File: config.mk
export PLATFORM = sky130hd
export DESIGN_NAME = regfile_wb_arbiter
export DESIGN_NICKNAME = d
export VERILOG_FILES = /design/src/rtl/regfile_wb_arbiter.sv
export SDC_FILE = /design/constraint.sdc
export NUM_CORES = 1
export LEC_CHECK = 0
export BUFFER_PORTS_ARGS = -buffer_cell sky130_fd_sc_hd__buf_2
export CAP_MARGIN = 20
export CORE_ASPECT_RATIO = 1.2
export CORE_UTILIZATION = 40
export DETAILED_ROUTE_END_ITERATION = 8
export HOLD_SLACK_MARGIN = 0.06
export PLACE_DENSITY_LB_ADDON = 0.1
export SLEW_MARGIN = 20
export SYNTH_ARGS = -nofsm -noshare
export SYNTH_HDL_FRONTEND = slang
export SYNTH_SLANG_ARGS = --single-unit
export TNS_END_PERCENT = 5
File: constraint.sdc
create_clock -name clk_i -period 3.33 [get_ports clk_i]
set_input_delay 0.666 -clock clk_i [delete_from_list [all_inputs] [get_ports clk_i]]
set_output_delay 0.666 -clock clk_i [all_outputs]
set_load 0.05 [all_outputs]
File: src/rtl/regfile_wb_arbiter.sv
// Round-robin write-back arbiter that drives the register-file write port from a registered stage,
// with combinational busy checks for two source registers. Optional macro: WBARB_X0_DROP_EN.
module regfile_wb_arbiter #(
  parameter int unsigned N     = 3,
  parameter int unsigned PTR_W = $clog2(N)
) (
  input  logic             clk_i,
  input  logic             rst_ni,
  input  logic [N-1:0]     req_valid_i,
  output logic [N-1:0]     req_ready_o,
  input  logic [5*N-1:0]   req_rd_i,
  input  logic [32*N-1:0]  req_data_i,
  output logic             rf_wen_o,
  output logic [4:0]       rf_rd_o,
  output logic [31:0]      rf_din_o,
  input  logic [4:0]       chk_rs1_i,
  input  logic [4:0]       chk_rs2_i,
  output logic             chk_busy1_o,
  output logic             chk_busy2_o
);

  logic [PTR_W-1:0] ptr_q, ptr_d;
  logic             rf_wen_q, rf_wen_d;
  logic [4:0]       rf_rd_q, rf_rd_d;
  logic [31:0]      rf_din_q, rf_din_d;

  logic             gnt_found;
  logic [PTR_W-1:0] gnt_idx;
  logic [4:0]       gnt_rd;
  logic [31:0]      gnt_data;

  // Scan ptr, ptr+1, ... with explicit wrap at N, since N need not be a power of two.
  always_comb begin
    int unsigned idx;
    gnt_found = 1'b0;
    gnt_idx   = '0;
    gnt_rd    = '0;
    gnt_data  = '0;
    idx       = 0;
    for (int unsigned k = 0; k < N; k++) begin
      idx = 32'(ptr_q) + k;
      if (idx >= N) idx = idx - N;
      if (!gnt_found && req_valid_i[idx]) begin
        gnt_found = 1'b1;
        gnt_idx   = idx[PTR_W-1:0];
        gnt_rd    = req_rd_i[5*idx +: 5];
        gnt_data  = req_data_i[32*idx +: 32];
      end
    end
  end

  always_comb begin
    req_ready_o = '0;
    if (gnt_found && rst_ni) req_ready_o[gnt_idx] = 1'b1;
  end

  always_comb begin
    ptr_d    = ptr_q;
    rf_wen_d = 1'b0;
    rf_rd_d  = rf_rd_q;
    rf_din_d = rf_din_q;
    if (gnt_found) begin
      ptr_d    = (gnt_idx == PTR_W'(N - 1)) ? '0 : gnt_idx + 1'b1;
      rf_rd_d  = gnt_rd;
      rf_din_d = gnt_data;
`ifdef WBARB_X0_DROP_EN
      rf_wen_d = (gnt_rd != 5'd0);
`else
      rf_wen_d = 1'b1;
`endif
    end
  end

  always_ff @(posedge clk_i or negedge rst_ni) begin
    if (!rst_ni) begin
      ptr_q    <= '0;
      rf_wen_q <= 1'b0;
      rf_rd_q  <= '0;
      rf_din_q <= '0;
    end else begin
      ptr_q    <= ptr_d;
      rf_wen_q <= rf_wen_d;
      rf_rd_q  <= rf_rd_d;
      rf_din_q <= rf_din_d;
    end
  end

  // A source stays busy from request-valid until the write stage has presented it to the file.
  function automatic logic is_busy(input logic [4:0] rs);
    logic busy;
    busy = rf_wen_q && (rf_rd_q == rs);
    for (int unsigned i = 0; i < N; i++) begin
      if (req_valid_i[i] && (req_rd_i[5*i +: 5] == rs)) busy = 1'b1;
    end
`ifdef WBARB_X0_DROP_EN
    if (rs == 5'd0) busy = 1'b0;
`endif
    return busy;
  endfunction

  assign chk_busy1_o = is_busy(chk_rs1_i);
  assign chk_busy2_o = is_busy(chk_rs2_i);

  assign rf_wen_o = rf_wen_q;
  assign rf_rd_o  = rf_rd_q;
  assign rf_din_o = rf_din_q;

endmodule

### Word level (Yosys, flattened, before mapping)

Cells that the tools add are included.

* add/subtract/negate cells: 6
* multiply operators: 3
* divide/modulo/power cells: 0
* order comparisons: 8
* equality and inequality tests: 9
* shift-type cells: 6
* multiplexer cells: 32
* bitwise logic cells: 0
* reduce and logical (&&, ||, !) cells: 14

Operators by type and width (number)
* $shiftx 96x33->32: 3
* $mux 32: 6
* $shiftx 15x33->5: 3
* $lt 32x3->1 const B: 3
* $mul 3x32->32 const A: 3
* $eq 5x5->1: 8
* $mux 5: 3
* $mux 1: 14
* $logic_and 1x1->1: 12
* $mux 2: 4
* $sub 3x2->4 const B: 2
* $bmux 1 s2: 3
* $ge 3x2->1 const B: 2
* $add 2x1->3 const B: 1
* $add 2x2->3 const B: 1
* $lt 2x3->1 const B: 1
* $mux 3: 1
* $sub 2x2->3 const B: 1
* $add 2x1->2 const B: 1
* $demux 1 s2: 1
* $eq 2x2->1 const B: 1
* $ge 2x1->1 const B: 1
* $ge 2x2->1 const B: 1
* $logic_not 1->1: 2

* register bits: 40
* latch bits: 0
* RAM bits: 0
* bits in read-only memories: 0
* bits of input ports: 126
* output and inout bits: 43
* logic and storage cells: 82
* memories kept: 0

### Longest topological paths before layout

* depth after elaboration: 16
* depth in mapped cells: 13
* mapped depth without buffers: 11

### Worst setup path before layout

No wires, ideal clock.

* path type: in2out
* start: in chk_rs1_i[2]
* end: out chk_busy1_o
* arrival: 2.969 ns
* data required time: 2.664 ns
* path slack: -0.305 ns
* cell stages on the path: 4
* path buffers: 1
* cells stage by stage: clkbuf_1 > xnor2_1 > nand4_1 > o311ai_0

* word-level cells in the longest chain between the ends: 5
* elaborated cells between the ends (all ways): 11

RTL lines
* start: declaration: RTL line 16 `input logic [4:0] chk_rs1_i,`
* $eq 5x5->1, on equally long branches: RTL line 91, 93
* $logic_and 1x1->1, on equally long branches: RTL line 91, 93
* $mux 1 (2 in series): RTL line 93 `if (req_valid_i[i] && (req_rd_i[5*i +: 5] == rs)) busy = 1'b1;`
* $mux 1 (*): RTL line 93
* end: declaration: RTL line 18 `output logic chk_busy1_o,`

Mark *: on every way between the ends. The rest lies on a longest branch, timed or not.

### Final worst setup path

* start: reg ptr_q[0]
* end: out req_ready_o[0]

* elaborated cells between the ends (all ways): 34

RTL lines
* start: declaration: RTL line 22 `logic [PTR_W-1:0] ptr_q, ptr_d;`
* start signal: assignment: RTL line 81 `ptr_q <= ptr_d;`
* parallel branches: the longest is 10 deep, another holds $sub 3x2->4
* $mux 1 (*): RTL line 43 `if (!gnt_found && req_valid_i[idx]) begin`
* named net gnt_found: RTL line 27 `logic gnt_found;`
* $logic_and 1x1->1 (*): RTL line 54 `if (gnt_found && rst_ni) req_ready_o[gnt_idx] = 1'b1;`
* $mux 3 (*): RTL line 54
* end: declaration: RTL line 10 `output logic [N-1:0] req_ready_o,`

Mark *: on every way through the listed nets, which the timed path passes. The select of a mux whose other input is x is not followed.

==> metrics.cfg <==
[status]
status=finished clean

[grt]
grt_max_degree=44
gr-total-overflow=0
gr-usage-all-layers=0.264
first_global_vias=5830
grt_first_pass_wirelength_microns=28800
antenna_found_initial=0

[pwr]
seq_power_share=0.133
pwr-share-comb=0.792
net-switching-power_mw=4.03
leakage_nw=2.83
switching_share=0.576
peakVddDrop_mv=0.490
clock_power_share=0.075
p_int_mw=2.96
power_density_nw_per_um2=1120
p_total_mw=7.00

[clock_tree]
cts_buffers=5
clock-sinks=40
htree_levels=2
cts_hold_buf=0
clk_pin_slew_ns=0.06
cts_tree=built
cts_setup_buffers=0
cts_root_buffer=clkbuf_16
cts_resized=0
clk_latency_ns=0.29
clk_path_buf_depth=2

[finish]
antennaDiodeCount=0
num-nets-final=972
drive_gt1_frac=0.250
synthToLayoutAreaGrowth_pct=19.8

[synthesis]
synth_cell_types=54
ys.flop_type=dfrtp_1
synth_area_leaders=mux2i_1, dfrtp_1, nand2_1, o21ai_0, xor2_1
ys_top_cells_by_count=nand2_1, o21ai_0, mux2i_1
async_reset_ff_frac=1.00
post-synth-top-count-cell=nand2_1
synth-seq-cells=40
ys_warn_count=0
yosys.area.top_type=mux2i_1
synth_edf_count=0
synth_top_area_share=0.199
syn_inst=709
ys_seq_area_frac=0.191
avgSynthCellArea_sq_um=7.39
synthesis.nets=842
syn_area_sq_um=5240

[timing]
fin_skew_ns=0.00607
setup_viol=0
rsz0062_at_grt=no
fin_ws_ns=0.199
slew_headroom=0.314
slew_viol_final=0
tns_ns=0
worst_hold_slack_ns=0.477
max_slew.worst_pin.slew_ns=1.01
hold_viol=0
min_period_ns=3.13
max_freq_mhz=319
period_share=0.940

[drt]
wl_per_cell_microns=17.8
wl_microns=17900
ant_nets=0
route.vias.total=5845
route.detailed.drc=0
wl_met3_microns=1300
firstDrtPassIters=5
drt_iter0_markers=385
top_layer=met4
wl_met2_microns=8930
met1_length_microns=7420
drt-vias-per-instance=5.82

[die]
fp-row-count=45
coreArea_sq_um=12700
die_h_microns=127
ios=169
start_util=0.412
die_x_microns=106
dieArea_sq_um=13600

[job]
maxCapViolations=0

[placed_design]
post-dp-hpwl_microns=12200
pre_cts_ws_ns=0.347
finalWeightedCongestion=0.834
numPortBuffers=168

[setup_path]
critical_path_class=reg -> out
required_ns=2.66
critPathMaxFanout=7
worstPathArrival_ns=2.46
start_kind=flip-flop
setup.worst_path.end_class=primary output

[worst_hold_path]
hold_class=in -> async

-- per-layer routing --
layer  GRT usage  vias to the layer above
met1       0.324                     2778
met4      0.0999                        0
met5           0                        -
met2       0.465                      248
li1            -                     2799
met3      0.0403                       20
-- state kept, by name (all words and copies together), names as in the netlist --
register  flops
rf_din_o     32
rf_rd_o       5
ptr_q         2
rf_wen_o      1
-- worst paths after layout --
check | from | to | slack (ns) | cells after the start
worst min-delay path | rst_ni | ptr_q[0] | 0.48 | 2
min in group clk_i | rf_din_o[24] | rf_din_o[24] | 0.48 | 2
worst min register to register | rf_din_o[24] | rf_din_o[24] | 0.48 | 2
worst max-delay path | ptr_q[0] | req_ready_o[0] | 0.20 | 9
worst max register to register | ptr_q[1] | rf_din_o[5] | 0.43 | 9
max in group asynchronous | rst_ni | ptr_q[1] | 2.44 | 2
-- placed cells by master, fill, tap and decap left out, drive strengths merged, types with 2 or more instances in the layout --
| master | count |
|---|---|
| a22oi | 20 |
| conb | 2 |
| a211oi | 2 |
| clkbuf | 6 |
| nor2 | 18 |
| xnor2 | 20 |
| buf | 186 |
| ha | 6 |
| mux2i | 106 |
| o311ai | 2 |
| a31oi | 8 |
| a21boi | 2 |
| o21ai | 125 |
| or3 | 6 |
| nor3 | 3 |
| nand3 | 9 |
| nor2b | 7 |
| and2 | 4 |
| nand2 | 147 |
| a221oi | 19 |
| nand2b | 2 |
| nor4 | 4 |
| clkinvlp | 2 |
| dfrtp | 40 |
| nand4 | 5 |
| a222oi | 4 |
| a21oi | 36 |
| inv | 11 |
| xor2 | 21 |
-- power groups by stage --
stage	registers [mW]	logic [mW]	clock network, mW
after global placement	0.933	5.41	0
after detailed placement	0.932	5.50	0
after CTS	0.930	5.51	0.533
final	0.929	5.54	0.525
after floorplan	1.63	3.64	0
after global routing	0.958	6.03	0.559
-- through the flow --
stage          std cells  instance area, sq um   util
2_1_floorplan        709                  5240      -
4_1_cts             1004                  6270  0.493
6_report            1004                  6270  0.493
3_3_place_gp         996                  6110  0.480
3_5_place_dp         996                  6110  0.480
5_1_grt             1004                  6270  0.493
-- cells by family after synthesis --
group / share of synthesized area
AND/OR/NAND/NOR: 0.172
buffers and inverters: 0.0753
XOR/XNOR: 0.0686
other: 0.00143
adder cells (fa/ha/maj): 0.0182
multiplexers: 0.209
AO/OA/AOI/OAI: 0.265
flip-flops: 0.191
-- critical path: stages, from the launching register on --
cell,delay (ns)
dfrtp_1,0.41
inv_1,0.19
ha_4,0.26
or3b_2,0.19
a21oi_1,0.05
or3_1,0.39
inv_1,0.20
nand3_1,0.12
nor2_1,0.10
buf_2,0.26
-- layout make-up --
type | count | area, sq um
fillers | 1276 | 6450
multi-input cells | 595 | 3890
flip-flops and latches | 40 | 1000
repair buffers | 186 | 980
well taps | 164 | 205
clock buffers | 6 | 139
inverters | 11 | 41.3
clock inverters | 2 | 15.0
No activity file was read; power rests on OpenSTA's default activity.
